**src/rtl/cpu_pkg.sv**
```systemverilog
// Shared CPU definitions: opcode constants, dispatcher state encoding and
// instruction field slices used by the front-end sequencer and the execution FSMs.
package cpu_pkg;

    localparam logic [3:0] OP_NOP    = 4'h0;
    localparam logic [3:0] OP_ALUI   = 4'h1;
    localparam logic [3:0] OP_ALU    = 4'h2;
    localparam logic [3:0] OP_LOAD   = 4'h3;
    localparam logic [3:0] OP_STORE  = 4'h4;
    localparam logic [3:0] OP_JUMP   = 4'h5;
    localparam logic [3:0] OP_BRANCH = 4'h6;
    localparam logic [3:0] OP_MOVE   = 4'h7;
    localparam logic [3:0] OP_HALT   = 4'hF;

    typedef enum logic [2:0] {
        ST_FETCH_A = 3'd0,
        ST_FETCH_R = 3'd1,
        ST_DECODE  = 3'd2,
        ST_SKIP    = 3'd3,
        ST_EXEC    = 3'd4,
        ST_FLUSH   = 3'd5,
        ST_HALT    = 3'd6
    } disp_state_t;

    function automatic logic [3:0] instr_opcode(input logic [15:0] word);
        return word[15:12];
    endfunction

    function automatic logic [5:0] instr_param1(input logic [15:0] word);
        return word[11:6];
    endfunction

    function automatic logic [5:0] instr_param2(input logic [15:0] word);
        return word[5:0];
    endfunction

endpackage

```
**src/rtl/exec_watchdog.sv**
```systemverilog
// EXEC-phase watchdog: 8-bit cycle counter with clear/enable, flags expiry in
// the LIMIT-th enabled cycle. Only built when DISPATCH_WDOG_EN is defined.
`ifdef DISPATCH_WDOG_EN
module exec_watchdog #(
    parameter int LIMIT = 32
) (
    input  logic clk,
    input  logic rst,
    input  logic clear,
    input  logic enable,
    output logic expire
);

    logic [7:0] cnt;

    always_ff @(posedge clk) begin
        if (rst || clear) begin
            cnt <= 8'd0;
        end else if (enable && !expire) begin
            cnt <= cnt + 8'd1;
        end
    end

    // cnt holds (EXEC cycle number - 1), so expiry lands in cycle LIMIT
    assign expire = enable && (cnt == 8'(LIMIT - 1));

endmodule
`endif

```
**src/rtl/instr_fetch_dispatch.sv**
```systemverilog
// Front-end sequencer: fetch a word into IR, decode, dispatch to the execution
// FSMs and flush them. Optional EXEC watchdog enabled by DISPATCH_WDOG_EN.
module instr_fetch_dispatch #(
    parameter logic [15:0] OP_VALID_MASK = 16'h00FF,
    parameter logic [3:0]  OP_HALT       = 4'hF,
    parameter int          TIMEOUT_CYC   = 32
) (
    input  logic        clk,
    input  logic        rst,
    input  logic        mem_rdy,
    input  logic [15:0] mem_data,
    input  logic        exec_done,
    output logic        PC_out,
    output logic        MAR_in,
    output logic        mem_rd,
    output logic        PC_inc_skip,
    output logic [15:0] fullBitNum,
    output logic        illegal_op,
    output logic        halted,
    output logic [15:0] instr_cnt,
    output logic        exec_timeout,
    output logic [2:0]  state_dbg
);
    import cpu_pkg::*;

    // Handshake: mem_rd is held high through FETCH_R; a word is accepted only
    // in a cycle where mem_rd and mem_rdy are both high. exec_done is accepted
    // only while fullBitNum is non-zero (EXEC), from its first cycle onward.

    disp_state_t state, state_nxt;
    logic [15:0] ir;
    logic [3:0]  opcode;
    logic        run;
    logic        wdog_expire;

    assign opcode    = instr_opcode(ir);
    assign state_dbg = state;

    always_ff @(posedge clk) begin
        if (rst) begin
            state     <= ST_FETCH_A;
            ir        <= 16'h0000;
            run       <= 1'b0;
            instr_cnt <= 16'h0000;
        end else begin
            state <= state_nxt;
            run   <= 1'b1;
            if (state == ST_FETCH_R && mem_rdy) begin
                ir <= mem_data;
            end
            if (state == ST_EXEC && exec_done) begin
                instr_cnt <= instr_cnt + 16'd1;
            end
        end
    end

    always_comb begin
        state_nxt    = state;
        PC_out       = 1'b0;
        MAR_in       = 1'b0;
        mem_rd       = 1'b0;
        PC_inc_skip  = 1'b0;
        fullBitNum   = 16'h0000;
        illegal_op   = 1'b0;
        halted       = 1'b0;
        exec_timeout = 1'b0;
        case (state)
            ST_FETCH_A: begin
                // the first cycle out of reset keeps every output low
                if (run) begin
                    PC_out    = 1'b1;
                    MAR_in    = 1'b1;
                    state_nxt = ST_FETCH_R;
                end
            end
            ST_FETCH_R: begin
                mem_rd = 1'b1;
                if (mem_rdy) begin
                    state_nxt = ST_DECODE;
                end
            end
            ST_DECODE: begin
                if (opcode == OP_HALT) begin
                    state_nxt = ST_HALT;
                end else if (opcode == OP_NOP) begin
                    state_nxt = ST_SKIP;
                end else if (!OP_VALID_MASK[opcode]) begin
                    illegal_op = 1'b1;
                    state_nxt  = ST_SKIP;
                end else begin
                    state_nxt = ST_EXEC;
                end
            end
            ST_SKIP: begin
                PC_inc_skip = 1'b1;
                state_nxt   = ST_FLUSH;
            end
            ST_EXEC: begin
                fullBitNum = ir;
                // completion in the expiry cycle takes priority over the timeout
                if (exec_done) begin
                    state_nxt = ST_FLUSH;
                end else if (wdog_expire) begin
                    exec_timeout = 1'b1;
                    state_nxt    = ST_FLUSH;
                end
            end
            ST_FLUSH: begin
                state_nxt = ST_FETCH_A;
            end
            ST_HALT: begin
                halted = 1'b1;
            end
            default: begin
                state_nxt = ST_FETCH_A;
            end
        endcase
    end

`ifdef DISPATCH_WDOG_EN
    exec_watchdog #(
        .LIMIT (TIMEOUT_CYC)
    ) u_exec_watchdog (
        .clk    (clk),
        .rst    (rst),
        .clear  (state != ST_EXEC),
        .enable (state == ST_EXEC),
        .expire (wdog_expire)
    );
`else
    logic [7:0] unused_wdog_limit;
    assign unused_wdog_limit = 8'(TIMEOUT_CYC);
    assign wdog_expire       = 1'b0;
`endif

endmodule
```
**config.mk**
```make
export PLATFORM = sky130hd
export DESIGN_NAME = instr_fetch_dispatch
export DESIGN_NICKNAME = d
export VERILOG_FILES = /design/src/rtl/cpu_pkg.sv /design/src/rtl/exec_watchdog.sv /design/src/rtl/instr_fetch_dispatch.sv
export SDC_FILE = /design/constraint.sdc
export NUM_CORES = 1
export LEC_CHECK = 0
export BUFFER_PORTS_ARGS = -buffer_cell sky130_fd_sc_hd__buf_2
export CORE_AREA = 5 5 69 71
export DETAILED_ROUTE_END_ITERATION = 7
export DIE_AREA = 0 0 74 76
export HOLD_SLACK_MARGIN = 0.12
export PLACE_DENSITY = 0.7
export REMOVE_ABC_BUFFERS = 1
export SYNTH_ARGS = -nofsm -noshare
export SYNTH_HDL_FRONTEND = slang
export SYNTH_HIERARCHICAL = 1
export SYNTH_SLANG_ARGS = --single-unit
export TNS_END_PERCENT = 50
```
**constraint.sdc**
```tcl
create_clock -name clk -period 1.5 [get_ports clk]
set_input_delay 0.075 -clock clk [delete_from_list [all_inputs] [get_ports clk]]
set_output_delay 0.075 -clock clk [all_outputs]
set_load 0.02 [all_outputs]
```
### Word-level counts from Yosys, hierarchy flattened

Memory sizes are Yosys's and may differ from the RTL's. A register that Yosys moved wholly into a read port is not among the register bits.
Index checks and enable logic that the tools add are counted.

| cells by class | value |
|---|---|
| add/sub/neg operators | 1 |
| multipliers | 0 |
| div/mod/pow operators | 0 |
| order comparisons | 1 |
| eq/ne operators | 9 |
| shift-type cells | 0 |
| mux-type cells | 21 |
| bitwise gates (word level) | 1 |
| reductions and logical operators | 5 |

Operator list:

| kind | number |
|---|---|
| 3-bit two-way mux | 6 |
| 3-bit one-hot mux with 6 select lines | 1 |
| 16-bit by 1-bit adder with 16-bit output (second input constant) | 1 |
| 16-bit two-way mux | 1 |
| 1-bit two-way mux | 11 |
| 4-bit two-way mux | 2 |
| 3-bit by 2-bit equality test with 1-bit output (second input constant) | 2 |
| 3-bit equality test (second input constant) | 2 |
| 2-bit != test (second input constant) | 3 |
| 4-bit by 5-bit less-than comparator with 1-bit output (second input constant) | 1 |
| 4-bit equality test (second input constant) | 1 |
| 4-bit logical NOT | 1 |
| 4-bit AND reduction | 1 |
| 3-bit by 1-bit equality test with 1-bit output (second input constant) | 1 |
| 3-bit logical NOT | 1 |
| 1-bit logical AND | 2 |
| 1-bit inverter | 1 |

| word-level totals | value |
|---|---|
| register bits | 36 |
| bits in latches | 0 |
| bits in writable memories | 0 |
| memory bits (read-only) | 16 |
| logic and storage cells | 43 |
| memories kept | 1 |

Memory list:

| memory | depth | bits a word | read ports | clocked after memory_dff | write ports | line | text |
|---|---|---|---|---|---|---|---|
| (name not given) | 16 | 1 | 1 | 1 | 0 | instr_fetch_dispatch.sv:87 | `end else if (!OP_VALID_MASK[opcode]) begin` |

### Depth between registers and ports, before layout

| logic depth | value |
|---|---|
| depth after elaboration | 6 |
| gate-level depth with buffers | 7 |
| mapped depth without buffers | 5 |

### Worst setup path before layout

Ideal clock, no wire load.

| timing path | value |
|---|---|
| path kind | reg2reg |
| from | register state[2] (netlist: state_dbg[2]) |
| to | register instr_cnt[15] |
| data arrival time | 1.655 ns |
| required time | 1.377 ns |
| path slack | -0.279 ns |
| stages on the path, launching flop included | 7 |
| buffers on the path | 2 |
| cell sequence | dfxtp_1 > buf_2 > nand4bb_1 > buf_6 > nor4_4 > and3_1 > mux2_1 |

| on the way | value |
|---|---|
| word-level cells in the longest chain between the ends | 2 |

RTL lines:

| what | line | text |
|---|---|---|
| from (decl) | instr_fetch_dispatch.sv:30 | `disp_state_t state, state_nxt;` |
| from (signal assigned) | instr_fetch_dispatch.sv:46 | `state <= state_nxt;` |
| 3-bit equality test | instr_fetch_dispatch.sv:51 | `if (state == ST_EXEC && exec_done) begin` |
| 1-bit logical AND | instr_fetch_dispatch.sv:51 |  |
| to (signal assigned) | instr_fetch_dispatch.sv:52 | `instr_cnt <= instr_cnt + 16'd1;` |
| to (decl) | instr_fetch_dispatch.sv:20 | `output logic [15:0] instr_cnt,` |

No other way between the ends.
A chain may end at the register's enable or synchronous reset.

### Worst setup path in the final report

| timing path | value |
|---|---|
| from | register state[0] (netlist: state_dbg[0]) |
| to | output fullBitNum[13] |

| on the way | value |
|---|---|
| word-level cells in the longest chain between the ends | 2 |

RTL lines:

| what | line | text |
|---|---|---|
| 3-bit equality test | instr_fetch_dispatch.sv:67 | `case (state)` |
| 16-bit two-way mux | instr_fetch_dispatch.sv:67 |  |
| to (decl) | instr_fetch_dispatch.sv:17 | `output logic [15:0] fullBitNum,` |

No other way between the ends.

==> impl_metrics.ini <==
[clock_tree]
clock_path_buffers = 2
clk_pin_slew_worst_paths_ns = 0.07
cts_tree = yes
insertion_delay_ns = 0.30
cts-root-buf = clkbuf_8
htreeDepth = 2
numCtsBuffers = 5
cts_sinks = 37

[floorplan]
num_rows = 24
die_y_um = 76
start_util_pct = 41.7
die-area_mm2 = 0.00562
io_pins = 62
dieWidth_um = 74
core_area_mm2 = 0.00417

[finish]
nFillCells = 328
area_growth_pct = 60.6
diodes = 0
finalNetCount = 338
design_area_mm2 = 0.00279
seq_area_um2 = 743
drive_gt1_share_pct = 42.1
multi_input_area_um2 = 992

[power]
cellInternalPower_uw = 1790
power.net_switching_uw = 656
static-leakage-power_uw = 0.00128
netSwitchingFraction_pct = 26.8
powerDensity_mw_per_mm2 = 876
ir_drop_mv = 0.631
totalPowerFinal_uw = 2450
p_clk_share_pct = 37.8
p_comb_share_pct = 19.0
seqPwrFrac_pct = 43.2

[critical_path]
cp-start-kind = flip-flop
cp.arrival_ns = 1.51
endpoint_kind = output port
crit_type = flip-flop to output port
cp_max_fo = 6
required_ns = 1.42

[sta]
rsz0062_at_grt = yes
finClkSkew_ns = 0.00626
min_period_over_period_pct = 106
timing.final.max_slew_violations = 0
layout_setup_ws_ns = -0.0843
fin_crit_ns = 1.58
max_freq_mhz = 631
hold_viol = 0
setup_viol = 22

[placed_design]
dp_hpwl_mm = 3.02
placement.io_buffers = 60
gp_congestion = 0.744
placed_cell_area_mm2 = 0.00219

[logic_synthesis]
syn_inst = 214
synth_top_area_cell = dfxtp_1
synth_top_area_share_pct = 42.6
async_flop_share_pct = 0
synth_area_leaders = dfxtp_1 43%, nand2_1 8.2%, a21oi_1 6.3%, and2_1 6.1%, nor2_1 4.5%
synth_ff_type = dfxtp_1
synth_edf_count = 0
synth_area_mm2 = 0.00174
yosysWarnings = 6
synth_cell_types = 39
yosys_register_bits = 37
ys_seq_area_share_pct = 42.6
avgSynthCellArea_um2 = 8.13

[global_routing]
overflow = 0
met3_usage_pct = 5.54
grt_pass1_wl_mm = 8.60
grt_util_met2_pct = 32.8
grtUsageTotal_pct = 19.1
grt_pass1_vias = 1861
use_met1_pct = 22.6
antenna_found_initial = 0
grt_max_degree = 23
grt-busiest-layer = met2

[routing]
routed_wl_mm = 5.31
detail-route-antenna-nets = 0
wl_per_cell_um = 14.4
drcViolationCount = 0
drt-initial-drc-count = 105
vias_per_cell = 5.10
first_pass_iters = 4
via_count = 1887

[run]
cap_violations = 0

[outcome]
status = finished with violations
violations = setup timing

[worst_hold_path]
hold_path_class = primary input to flip-flop
## final cells by class
class                      instances  area share (%)
tap                               52            2.33
timing repair buffer             111            31.0
clock buffer                       6            2.96
sequential                        37            26.6
inverter                           2           0.269
multi-input combinational        160            35.5
clock inverter                     2            1.34
## logic make-up (layout without fill, tap and decap cells)
family,after synthesis,after routing,synth area share [%]
AOI/OAI and AO/OA,34,34,11.7
xor gates and xnor gates,9,9,4.53
adders and majority gates,1,1,0.719
buffers and inverters,17,121,5.54
DFF,37,37,42.6
muxes,2,2,1.29
other,1,1,0.216
and+or+nand+nor,113,113,33.5
## routing by layer
layer / share of wire [%] / up-vias
li1: - / 925
met1: 40 / 887
met2: 52 / 67
met3: 6.9 / 8
met4: 1.3 / 0
met5: 0 / -
## stage by stage
stage                     util (%)  instances  setup WS (ns)  setup TNS (ns)  hold slack (ns)
after detailed placement      52.4        334        -0.0123         -0.0123            0.320
final                         66.9        370        -0.0843           -1.38            0.161
after CTS                     64.3        364        -0.0758           -1.10            0.165
after global routing          66.9        370         -0.137           -3.00            0.193
after floorplan                  -        199         -0.555           -4.50            0.144
after global placement        52.4        334         0.0171               0            0.316
## Yosys cell counts, drive strengths merged, types with 3 or more instances
cell type / count
and4: 3
nand2b: 3
dfxtp: 37
clkbuf: 7
a21oi: 22
and2: 17
nor2: 21
nand2: 38
nand3: 8
xor2: 6
xnor2: 3
nor3: 4
a31o: 3
buf: 8
and3: 7
## repair_timing
item | in CTS | in global routing
pin swaps | 13 | 5
gates cloned | 2 | 1
endpoints found under the setup margin | 19 | 42
hold buffers | 17 | 0
hold endpoints to repair | 18 | 0
gates resized for setup | 57 | 19
buffers inserted | 3 | 5
## power groups by stage
stage / registers [uW] / logic (uW) / clock network, uW
global route: 1060 / 503 / 973
floorplan: 1090 / 159 / 0
finish: 1060 / 465 / 925
detailed placement: 1070 / 322 / 0
CTS: 1050 / 390 / 929
global placement: 1070 / 321 / 0
## placed cells by master (no fill, tap or decap), types with 6 or more instances in the layout
cell and instances:
buf_2 40, nand2_1 38, dfxtp_1 35, buf_4 29, buf_6 24, a21oi_1 20, nor2_1 18, dlygate4sd3_1 17
and2_4 16, and3_1 7, nand3_1 7, xor2_1 6, clkbuf_8 6
## worst paths after layout
kind | slack [ns] | to | from | cells past startpoint
worst max register to register | -0.04 | instr_cnt[14] | state_dbg[0] | 6
worst max-delay path | -0.08 | fullBitNum[13] | state_dbg[0] | 5
worst min register to register | 0.46 | ir[11] | ir[11] | 2
worst min-delay path | 0.16 | instr_cnt[2] | exec_done | 4
## flip-flops by register name, indices dropped and copies added (netlist names), named ones only
signal,cells
instr_cnt,16
state_dbg,3
run,1
ir,16
## critical path, cell delays in order, from the launching register on
cell,delay [ns]
dfxtp_2,0.32
buf_6,0.13
nor3b_4,0.33
buf_6,0.18
and2_4,0.14
buf_6,0.11
No activity file was read; power rests on OpenSTA's default activity.
